## src/rtl/ripple_add_pkg.sv

```systemverilog
// Shared types and helpers for the ripple-add sequencer.
// Holds the FSM encoding, default width and settle-time helper.
package ripple_add_pkg;

  localparam int DEF_WIDTH = 4;

  typedef enum logic [1:0] {
    IDLE,
    RUN,
    DONE
  } state_t;

  function automatic int settle_cycles(
    input int w,
    input int e
  );
    return w + e;
  endfunction

endpackage

```

## src/rtl/ripple_add_sequencer_if.sv

```systemverilog
// Request/result handshake bundle for the ripple-add sequencer.
// master = requester/consumer side, slave = sequencer side.
interface ripple_add_sequencer_if
  import ripple_add_pkg::*;
#(
  parameter int WIDTH = DEF_WIDTH
);

  logic             in_valid;
  logic             in_ready;
  logic [WIDTH-1:0] in_a;
  logic [WIDTH-1:0] in_b;
  logic             in_cin;
  logic             in_acc;

  logic             out_valid;
  logic             out_ready;
  logic [WIDTH-1:0] out_sum;
  logic             out_cout;
  logic             out_ovf;

  modport master (
    output in_valid, in_a, in_b,
    output in_cin, in_acc, out_ready,
    input  in_ready, out_valid,
    input  out_sum, out_cout, out_ovf
  );

  modport slave (
    input  in_valid, in_a, in_b,
    input  in_cin, in_acc, out_ready,
    output in_ready, out_valid,
    output out_sum, out_cout, out_ovf
  );

endinterface

```

## src/rtl/ripple_add_sequencer.sv

```systemverilog
// Sequencer driving a registered ripple-carry chain: holds
// operands for the full settle time, then captures the result.
module ripple_add_sequencer
  import ripple_add_pkg::*;
#(
  parameter int WIDTH        = DEF_WIDTH,
  parameter int EXTRA_SETTLE = 0
) (
  input  logic                  clk,
  input  logic                  rst_n,
  ripple_add_sequencer_if.slave bus,
  output logic [WIDTH-1:0]      add_a,
  output logic [WIDTH-1:0]      add_b,
  output logic                  add_ci,
  input  logic [WIDTH-1:0]      add_sum,
  input  logic [WIDTH-1:0]      add_co
);

  localparam int SETTLE = settle_cycles(WIDTH, EXTRA_SETTLE);
  localparam int CW     = $clog2(SETTLE + 1);

  state_t           r_state;
  state_t           w_next;
  logic [CW-1:0]    r_cnt;
  logic [WIDTH-1:0] r_a;
  logic [WIDTH-1:0] r_b;
  logic             r_ci;
  logic [WIDTH-1:0] r_acc;
  logic [WIDTH-1:0] r_sum;
  logic             r_cout;
  logic             r_ovf;
  logic             w_accept;
  logic             w_capture;

  assign w_accept  = (r_state == IDLE) && bus.in_valid;
  assign w_capture = (r_state == RUN) &&
                     (r_cnt == CW'(SETTLE));

  always_ff @(posedge clk or negedge rst_n) begin
    if (!rst_n) r_state <= IDLE;
    else        r_state <= w_next;
  end

  always_comb begin
    w_next = r_state;
    unique case (r_state)
      IDLE:    if (bus.in_valid)  w_next = RUN;
      RUN:     if (w_capture)     w_next = DONE;
      DONE:    if (bus.out_ready) w_next = IDLE;
      default: w_next = IDLE;
    endcase
  end

  // Operands stay frozen outside IDLE so the chain sees one value.
  always_ff @(posedge clk or negedge rst_n) begin
    if (!rst_n) begin
      r_cnt  <= '0;
      r_a    <= '0;
      r_b    <= '0;
      r_ci   <= 1'b0;
      r_acc  <= '0;
      r_sum  <= '0;
      r_cout <= 1'b0;
      r_ovf  <= 1'b0;
    end else begin
      if (w_accept) begin
        r_a   <= bus.in_a;
        r_b   <= bus.in_acc ? r_acc : bus.in_b;
        r_ci  <= bus.in_cin;
        r_cnt <= '0;
      end else if (r_state == RUN) begin
        r_cnt <= r_cnt + CW'(1);
      end
      if (w_capture) begin
        r_sum  <= add_sum;
        r_cout <= add_co[WIDTH-1];
        r_ovf  <= add_co[WIDTH-1] ^ add_co[WIDTH-2];
        r_acc  <= add_sum;
      end
    end
  end

  assign add_a         = r_a;
  assign add_b         = r_b;
  assign add_ci        = r_ci;
  assign bus.in_ready  = (r_state == IDLE);
  assign bus.out_valid = (r_state == DONE);
  assign bus.out_sum   = r_sum;
  assign bus.out_cout  = r_cout;
  assign bus.out_ovf   = r_ovf;

endmodule

```

## src/flat_wrapper.sv

```systemverilog
// flat-port wrapper written by rule: the top's interface ports become plain ports
module ripple_add_sequencer_flat import ripple_add_pkg::*;
#(
  parameter int WIDTH        = DEF_WIDTH,
  parameter int EXTRA_SETTLE = 0
)
  (clk, rst_n, add_a, add_b, add_ci, add_sum, add_co, bus_in_valid, bus_in_a, bus_in_b, bus_in_cin, bus_in_acc, bus_out_ready, bus_in_ready, bus_out_valid, bus_out_sum, bus_out_cout, bus_out_ovf);
  ripple_add_sequencer_if #(.WIDTH(WIDTH)) bus_i ();
  input  logic clk;
  input  logic rst_n;
  output logic [WIDTH-1:0] add_a;
  output logic [WIDTH-1:0] add_b;
  output logic add_ci;
  input  logic [WIDTH-1:0] add_sum;
  input  logic [WIDTH-1:0] add_co;
  input wire logic [$bits(bus_i.in_valid)-1:0] bus_in_valid;
  input wire logic [$bits(bus_i.in_a)-1:0] bus_in_a;
  input wire logic [$bits(bus_i.in_b)-1:0] bus_in_b;
  input wire logic [$bits(bus_i.in_cin)-1:0] bus_in_cin;
  input wire logic [$bits(bus_i.in_acc)-1:0] bus_in_acc;
  input wire logic [$bits(bus_i.out_ready)-1:0] bus_out_ready;
  output wire logic [$bits(bus_i.in_ready)-1:0] bus_in_ready;
  output wire logic [$bits(bus_i.out_valid)-1:0] bus_out_valid;
  output wire logic [$bits(bus_i.out_sum)-1:0] bus_out_sum;
  output wire logic [$bits(bus_i.out_cout)-1:0] bus_out_cout;
  output wire logic [$bits(bus_i.out_ovf)-1:0] bus_out_ovf;
  assign bus_i.in_valid = bus_in_valid;
  assign bus_i.in_a = bus_in_a;
  assign bus_i.in_b = bus_in_b;
  assign bus_i.in_cin = bus_in_cin;
  assign bus_i.in_acc = bus_in_acc;
  assign bus_i.out_ready = bus_out_ready;
  assign bus_in_ready = bus_i.in_ready;
  assign bus_out_valid = bus_i.out_valid;
  assign bus_out_sum = bus_i.out_sum;
  assign bus_out_cout = bus_i.out_cout;
  assign bus_out_ovf = bus_i.out_ovf;
  ripple_add_sequencer #(.WIDTH(WIDTH), .EXTRA_SETTLE(EXTRA_SETTLE)) u_core (.clk(clk), .rst_n(rst_n), .bus(bus_i), .add_a(add_a), .add_b(add_b), .add_ci(add_ci), .add_sum(add_sum), .add_co(add_co));
endmodule
```

## config.mk

```make
export PLATFORM = sky130hd
export DESIGN_NAME = ripple_add_sequencer_flat
export DESIGN_NICKNAME = d
export VERILOG_FILES = /design/src/rtl/ripple_add_pkg.sv /design/src/rtl/ripple_add_sequencer_if.sv /design/src/rtl/ripple_add_sequencer.sv /design/src/flat_wrapper.sv
export SDC_FILE = /design/constraint.sdc
export NUM_CORES = 1
export LEC_CHECK = 0
export BUFFER_PORTS_ARGS = -buffer_cell sky130_fd_sc_hd__buf_2
export CELL_PAD_IN_SITES_DETAIL_PLACEMENT = 1
export CELL_PAD_IN_SITES_GLOBAL_PLACEMENT = 1
export CORE_ASPECT_RATIO = 1.2
export CORE_MARGIN = 5
export CORE_UTILIZATION = 35
export DETAILED_ROUTE_END_ITERATION = 12
export PLACE_DENSITY_LB_ADDON = 0.3
export SYNTH_ARGS = -nofsm -noshare
export SYNTH_HDL_FRONTEND = slang
export SYNTH_SLANG_ARGS = --single-unit
```

## constraint.sdc

```tcl
create_clock -name clk -period 1.4 [get_ports clk]
set_input_delay 0.07 -clock clk [delete_from_list [all_inputs] [get_ports clk]]
set_output_delay 0.07 -clock clk [all_outputs]
set_load 0.02 [all_outputs]
```

Word-level counts from Yosys, hierarchy flattened
Cells that the tools add are included.
{"block": "totals", "romBits": 0, "inputBits": 22, "latchBits": 0, "mem_bits_rw": 0, "reg_bits": 20, "out_inout_bits": 17, "wordCells": 28, "memories": 0}
{"block": "op_classes", "muxes": 7, "reduce_logical": 5, "n_eq_ne": 6, "n_bitwise": 1, "magnitude_cmp": 0, "shift": 0, "mul": 0, "div_mod_pow": 0, "addsub": 1}
{"cell": "2-to-1 mux 2 bit", "count": 3}
{"cell": "2-to-1 mux 3 bit", "count": 2}
{"cell": "case mux 2 bit (3 select lines)", "count": 1}
{"cell": "2-to-1 mux 4 bit", "count": 1}
{"cell": "inequality test 2 bit, second input constant", "count": 2}
{"cell": "adder 3 x 1 -> 3 bit, second input constant", "count": 1}
{"cell": "== test 3 bit, second input constant", "count": 1}
{"cell": "AND reduction 3 bit", "count": 1}
{"cell": "== test 2 x 1 -> 1 bit, second input constant", "count": 1}
{"cell": "== test 2 bit, second input constant", "count": 1}
{"cell": "logical AND 1 bit", "count": 2}
{"cell": "logical NOT 2 bit", "count": 1}
{"cell": "inequality test 2 x 1 -> 1 bit, second input constant", "count": 1}
{"cell": "nonzero test 2 bit", "count": 1}
{"cell": "bitwise XOR 1 bit", "count": 1}

Longest topological paths before layout
Gate-level depths: netlist of the first run.
{"block": "logic_depth", "ltp_word": 4, "depth_mapped": 4, "mapped_depth_nobuf": 4}

Least setup slack after synthesis of the first run
Ideal clock, no wire load.
{"block": "synth_timing", "path_kind": "register to register", "from": "register u_core.r_state[0]", "to": "register u_core.r_a[0], in the netlist u_core.add_a[0]", "stages_incl_launch_ff": 5, "arrival_time_ps": 1131, "synth_period_minus_slack_ps": 1255, "t_required_ps": 1275, "setup_slack_ps": 145, "path_buffers": 2, "setup_ps": 125, "path_cell_list": "dfrtp_1 -> buf_6 -> nor3b_2 -> buf_6 -> mux2_2"}
{"block": "synth_between", "elab_chain_cells": 2}
{"item": "start, declared", "line": "ripple_add_sequencer.sv:22", "source": "state_t r_state;"}
{"item": "start signal, assigned", "line": "ripple_add_sequencer.sv:41", "source": "else r_state <= w_next;"}
{"item": "logical NOT 2 bit", "line": "ripple_add_sequencer.sv:35", "source": "assign w_accept = (r_state == IDLE) && bus.in_valid;"}
{"item": "logical AND 1 bit", "line": "ripple_add_sequencer.sv:35"}
{"item": "end signal, assigned", "line": "ripple_add_sequencer.sv:67", "source": "r_a <= bus.in_a;"}
{"item": "end, declared", "line": "ripple_add_sequencer.sv:25", "source": "logic [WIDTH-1:0] r_a;"}
No other way between the ends.
A chain may end at the register's enable or synchronous reset.

Final worst setup path of the first run
{"block": "layout_timing", "from": "register u_core.r_state[1]", "to": "register u_core.r_ci, in the netlist u_core.add_ci"}
{"block": "layout_between", "elab_chain_cells": 2}
{"item": "logical NOT 2 bit", "line": "ripple_add_sequencer.sv:35"}
{"item": "logical AND 1 bit", "line": "ripple_add_sequencer.sv:35"}
{"item": "end signal, assigned", "line": "ripple_add_sequencer.sv:69", "source": "r_ci <= bus.in_cin;"}
{"item": "end, declared", "line": "ripple_add_sequencer.sv:27", "source": "logic r_ci;"}
No other way between the ends.

==> out/results.tsv, run 1 <==
metric	value	unit
IO Pins	39	
hold path cells	2	
number of cells traversed by the worst register-to-register path	3	
Post-route DRC	0	
Flop pwr share	40.0	%
setup TNS	0	ps
Initial Util	35.9	%
kind of capture point of the worst setup path	flip-flop	
H-tree levels	1	
Max Cap Viol	0	
Final Max Slew Viols	0	
r2r startpoint	u_core.r_state[1]	
register area share after synthesis	55.7	%
critical hold path startpoint	add_co[3]	
global-route congestion overflow total	0	
share of power burned in combinational logic	49.5	%
starting DRC count in detailed routing	5	
drt first pass iters	2	
f_max	745	MHz
Vias	665	
Clock Root Buffer	clkbuf_4	
routed length per instance	14.1	microns
number of antenna violations at the first check in global routing	0	
Unique masters post-synth	17	
routability-driven placement congestion ratio	0.770	
Total Die Area	3680	sq um
Yosys warning count	0	
timing startpoint of the critical path	u_core.r_state[1]	
mean number of vias per cell	4.62	
Critical Path RT	1590	ps
drt total wl	2030	microns
setup repair after global routing missed its margin	false	
number of antenna repair diodes	0	
vias in the first global route	733	
nets in the synthesized netlist	84	
most frequent standard cell in the layout excluding fill and tap cells	buf_2	
Mapped Avg Cell Area	15.0	sq um
placeable core region	2500	sq um
Post-CTS Resized	0	
pin count of the biggest net entering global routing	21	
power density over the cells	2090	nW/um^2
slew of the pin with the lowest slew margin	446	ps
period utilisation layout	95.9	%
site row count	20	
number of port buffers	36	
sinks on the clock net	20	
final standard cell area without fillers	1250	sq um
NetSw	1.03	mW
register clock-pin slew on the reported worst setup and hold paths	110	ps
height of the die	65.5	microns
HP Class	input pin to flip-flop	
total global routing track utilization	12.5	%
buffer levels on the longest clock path	2	
global-route wire length before repair	3470	microns
Clock Skew	4.94	ps
Max transition margin	70.3	%
dpl hpwl	1510	microns
startpoint kind of the worst setup timing path	flip-flop	
remaining antenna violation count after routing	0	
WP data arrival	1540	ps
Hold Vio Cnt, Final	0	
part of the total power dissipated in the clock network	10.4	%
synthesis-to-finish area growth	39.4	%
worst setup path end	u_core.add_ci	
highest-count cells in the layout ignoring fill and taps	36 x buf_2, 20 x mux2_2, 20 x dfrtp_1	
endpoints failing setup	0	
Switching Fraction	39.2	%
standard cell area after detailed placement	1110	sq um
final worst path period need	1340	ps
x dimension of the die	56.3	microns
category of the most critical setup path	flip-flop to flip-flop	
#FFs+latches synth	20	
largest voltage drop on the vdd net	1.11	mV
clock tree from TritonCTS	done	
clock buffers created by TritonCTS	3	
post-layout net count	137	
outcome	complete, no violations	
later-pin clock latency in the skew report	300	ps
ratio of cells with drive above 1 in the final layout	57.7	%
Core Util, Final	50.1	%
CP Max Fanout	9	
area of the mapped netlist	898	sq um
leakage power summed over all cells	0.615	nW
cell-internal power	1.59	mW
FF-to-FF End	u_core.add_ci	
synthesized netlist cell count	60	
setup slack, reg-to-reg	60	ps
kinds of logic after synthesis:
family	synth area share, %
buffers and inverters	3.76
DFF	55.7
AOI/OAI and AO/OA	4.18
muxes	25.1
and+or+nand+nor	7.52
xor gates and xnor gates	0.975
adders and majority gates	2.79
flip-flops by register name, summed over array words and instances (netlist names):
| register | count |
|---|---|
| u_core.add_ci | 1 |
| u_core.bus.out_ovf | 1 |
| u_core.r_cnt | 3 |
| u_core.r_state | 2 |
| u_core.add_b | 4 |
| u_core.bus.out_cout | 1 |
| u_core.add_a | 4 |
| u_core.r_acc | 4 |
how the worst min path moves through the flow:
stage	end
floorplan	u_core.add_a[0]
global placement	u_core.add_a[3]
detailed placement	u_core.add_ci
CTS	u_core.bus.out_cout
global route	u_core.bus.out_cout
finish	u_core.bus.out_cout
Yosys cell counts (all sizes together):
cell / count / area, sq um
inv: 3 / 11.3
nor2b: 2 / 12.5
nor2: 1 / 3.75
and3b: 1 / 8.76
nor3b: 1 / 12.5
nand2b: 1 / 6.26
a22o: 1 / 8.76
dfrtp: 20 / 500
a31oi: 1 / 6.26
a221o: 1 / 10.0
buf: 2 / 22.5
ha: 2 / 25.0
xor2: 1 / 8.76
nand4b: 1 / 23.8
o21ai: 1 / 5.00
mux2: 20 / 225
o21bai: 1 / 7.51
power by group through the flow:
stage	sequential [mW]	combinational, mW	clock (mW)
4_1_cts	1.05	1.31	0.288
2_1_floorplan	1.32	0.625	0
3_3_place_gp	1.04	1.25	0
3_5_place_dp	1.07	1.28	0
5_1_grt	1.10	1.42	0.305
6_report	1.05	1.30	0.274
worst max-delay path: stages, from the launching register on:
cell and delay, ps:
dfrtp_1 460, nor3b_2 210, buf_4 210, mux2_2 350
metrics by stage:
step / setup slack [ps] / power [mW] / hold slack (ps) / std cells
detailed placement: 63.3 / 2.35 / 45.4 / 129
global placement: 117 / 2.29 / 46.5 / 129
CTS: 29.1 / 2.65 / 5.36 / 143
finish: 57.8 / 2.62 / 18.0 / 144
floorplan: 145 / 1.94 / -226 / 60
global route: 2.67 / 2.82 / 10.2 / 144
area by class of cell:
type	count	area, sq um
multi-input combinational	35	364
inverter	3	11.3
sequential	20	500
tap	33	41.3
fill	291	1250
timing repair buffer	50	313
clock buffer	3	22.5
routing by layer:
layer / part of all wire [%] / track usage, % / vias to the layer above
met5: 0 / 0 / -
met4: 1.8 / 7.12 / 0
met3: 6.7 / 3.14 / 4
met2: 49 / 20.5 / 25
met1: 42 / 14.9 / 318
li1: - / - / 318
timing repair:
item,CTS,global route
buffers inserted,0,1
hold buffers,11,0
endpoints found under the setup margin,0,4
endpoints found under the hold margin,30,0
No activity file was read; power rests on OpenSTA's default activity.
==> run 2, diff against run 1 <==
Settings changed: RECOVER_POWER set to 50.
Clock period 1.4 ns to 1.5 ns, I/O delays scaled along.
==> run 2 against run 1 <==
  * Non-clock buffer count decreased by 1
  * Highest routed layer unchanged
  * Sequential power decreased by 6%
  * Combinational power decreased by 10%
  * Die area unchanged
  * Flip-flop and latch count unchanged
  * Critical path depth unchanged
  * Critical path type unchanged
  * First-iteration DRC count increased by 120%
  * Clock power decreased by 5%
  * Largest cell class unchanged
  * Cell count decreased by 0.69%
  * Fmax decreased by 0.23%
  * Clock-buffer cell count unchanged
==> out/results.tsv, run 2 (synthesis gave the netlist of run 1 again) <==
metric	value	unit
routability-driven placement congestion ratio	0.772	
Vias	660	
drt total wl	2180	microns
Total Die Area	3680	sq um
IO Pins	39	
height of the die	65.5	microns
x dimension of the die	56.3	microns
buffer levels on the longest clock path	2	
mean number of vias per cell	4.62	
number of antenna violations at the first check in global routing	0	
routed length per instance	15.2	microns
r2r startpoint	u_core.r_state[1]	
f_max	743	MHz
pin count of the biggest net entering global routing	21	
Critical Path Max Stage Delay	470	ps
setup repair after global routing missed its margin	false	
global-route congestion overflow total	0	
Flop pwr share	40.8	%
number of port buffers	36	
leakage power summed over all cells	0.585	nW
drt first pass iters	2	
outcome	complete, no violations	
hold path cells	2	
endpoints failing setup	0	
largest voltage drop on the vdd net	0.837	mV
share of power burned in combinational logic	48.5	%
period utilisation layout	89.7	%
Max Cap Viol	0	
clock buffers created by TritonCTS	3	
final worst path period need	1350	ps
highest-count cells in the layout ignoring fill and taps	27 x buf_2, 20 x mux2_2, 20 x dfrtp_1	
kind of capture point of the worst setup path	flip-flop	
WP data arrival	1540	ps
register clock-pin slew on the reported worst setup and hold paths	110	ps
cell-by-cell trace of the critical path	nor3b_2, buf_4, mux2_2	
Clock Skew	6.46	ps
ratio of cells with drive above 1 in the final layout	49.1	%
cell-internal power	1.45	mW
H-tree levels	1	
vias in the first global route	784	
CP Max Fanout	9	
DP Cell Count	129	
Max transition margin	29.7	%
post-layout net count	136	
site row count	20	
global-route wire length before repair	3710	microns
critical hold path startpoint	add_co[3]	
most frequent standard cell in the layout excluding fill and tap cells	buf_2	
slew of the pin with the lowest slew margin	1050	ps
Switching Fraction	40.2	%
Initial Util	35.9	%
later-pin clock latency in the skew report	310	ps
clock tree from TritonCTS	done	
Post-route DRC	0	
destination of the worst hold path	u_core.bus.out_cout	
Clock Root Buffer	clkbuf_4	
category of the most critical setup path	flip-flop to flip-flop	
Cell Count, Final, Fillers Out	143	
synthesis-to-finish area growth	37.3	%
starting DRC count in detailed routing	11	
setup TNS	0	ps
FF-to-FF End	u_core.add_ci	
critical path's slowest cell	dfrtp_1	
HP Class	input pin to flip-flop	
remaining antenna violation count after routing	0	
power density over the cells	1960	nW/um^2
placeable core region	2500	sq um
part of the total power dissipated in the clock network	10.7	%
Critical Path RT	1700	ps
total global routing track utilization	13.5	%
Final Max Slew Viols	0	
setup slack, reg-to-reg	150	ps
number of antenna repair diodes	0	
NetSw	0.975	mW
sinks on the clock net	20	
dpl hpwl	1500	microns
number of cells traversed by the worst register-to-register path	3	
startpoint kind of the worst setup timing path	flip-flop	
Hold Vio Cnt, Final	0	
-- run 2: cell types whose count changed in the layout (fill, tap and decap cells not counted), sizes merged --
cell,previous run,this run
clkbuf,3,12
buf,39,29
-- run 2: final cells by class --
class                      count  area (sq um)
fill                         292          1270
sequential                    20           500
multi-input combinational     35           364
timing repair buffer          49           294
tap                           33          41.3
clock buffer                   3          22.5
inverter                       3          11.3
-- run 2: worst max path at each step --
stage | start | endpoint | slack, ps | cells after the start
after floorplan | u_core.r_state[0] | u_core.add_a[0] | 240 | 4
after global placement | u_core.r_state[1] | u_core.add_b[1] | 220 | 3
after detailed placement | u_core.r_state[1] | u_core.add_ci | 160 | 3
after CTS | u_core.r_state[1] | u_core.add_ci | 140 | 3
after global routing | u_core.r_cnt[0] | u_core.bus.out_ovf | 80 | 4
final | u_core.r_state[1] | u_core.add_ci | 150 | 3
-- run 2: power groups by stage --
stage          Sequential, mW  Clock, mW  Combinational [mW]
2_1_floorplan            1.23          0               0.583
3_3_place_gp            0.973          0                1.17
3_5_place_dp             1.00          0                1.20
4_1_cts                 0.988      0.278                1.22
5_1_grt                  1.03      0.287                1.30
6_report                0.988      0.260                1.17
-- run 2: metal layers --
metal / routed length (microns) / up-vias / GRT usage [%]
li1: - / 312 / -
met4: 53 / 0 / 8.01
met3: 121 / 5 / 2.75
met2: 1120 / 26 / 23.4
met5: 0 / - / 0
met1: 886 / 317 / 15.2
-- run 2: repair_timing --
item | 4_1_cts | 5_1_grt
setup buffers | 0 | 0
hold buffers | 11 | 0
endpoints found under the hold margin | 30 | 0
resized for setup | 0 | 0
endpoints found under the setup margin | 0 | 0
-- run 2: through the flow --
step / hold WS [ps] / util, % / total power, mW / setup WS, ps / instance area (sq um)
finish: 17.2 / 49.3 / 2.42 / 155 / 1230
global route: 17.6 / 49.3 / 2.61 / 83.6 / 1230
CTS: 4.51 / 49.8 / 2.49 / 141 / 1240
detailed placement: 49.0 / 44.5 / 2.20 / 160 / 1110
global placement: 51.8 / 44.5 / 2.14 / 218 / 1110
floorplan: -221 / - / 1.81 / 245 / 898
-- run 2: critical path, delay by kind of cell, from the launching register on --
family / cells / cell delay (ps)
flops: 1 / 470
mux: 1 / 350
simple gates: 1 / 200
buf+inv: 1 / 210
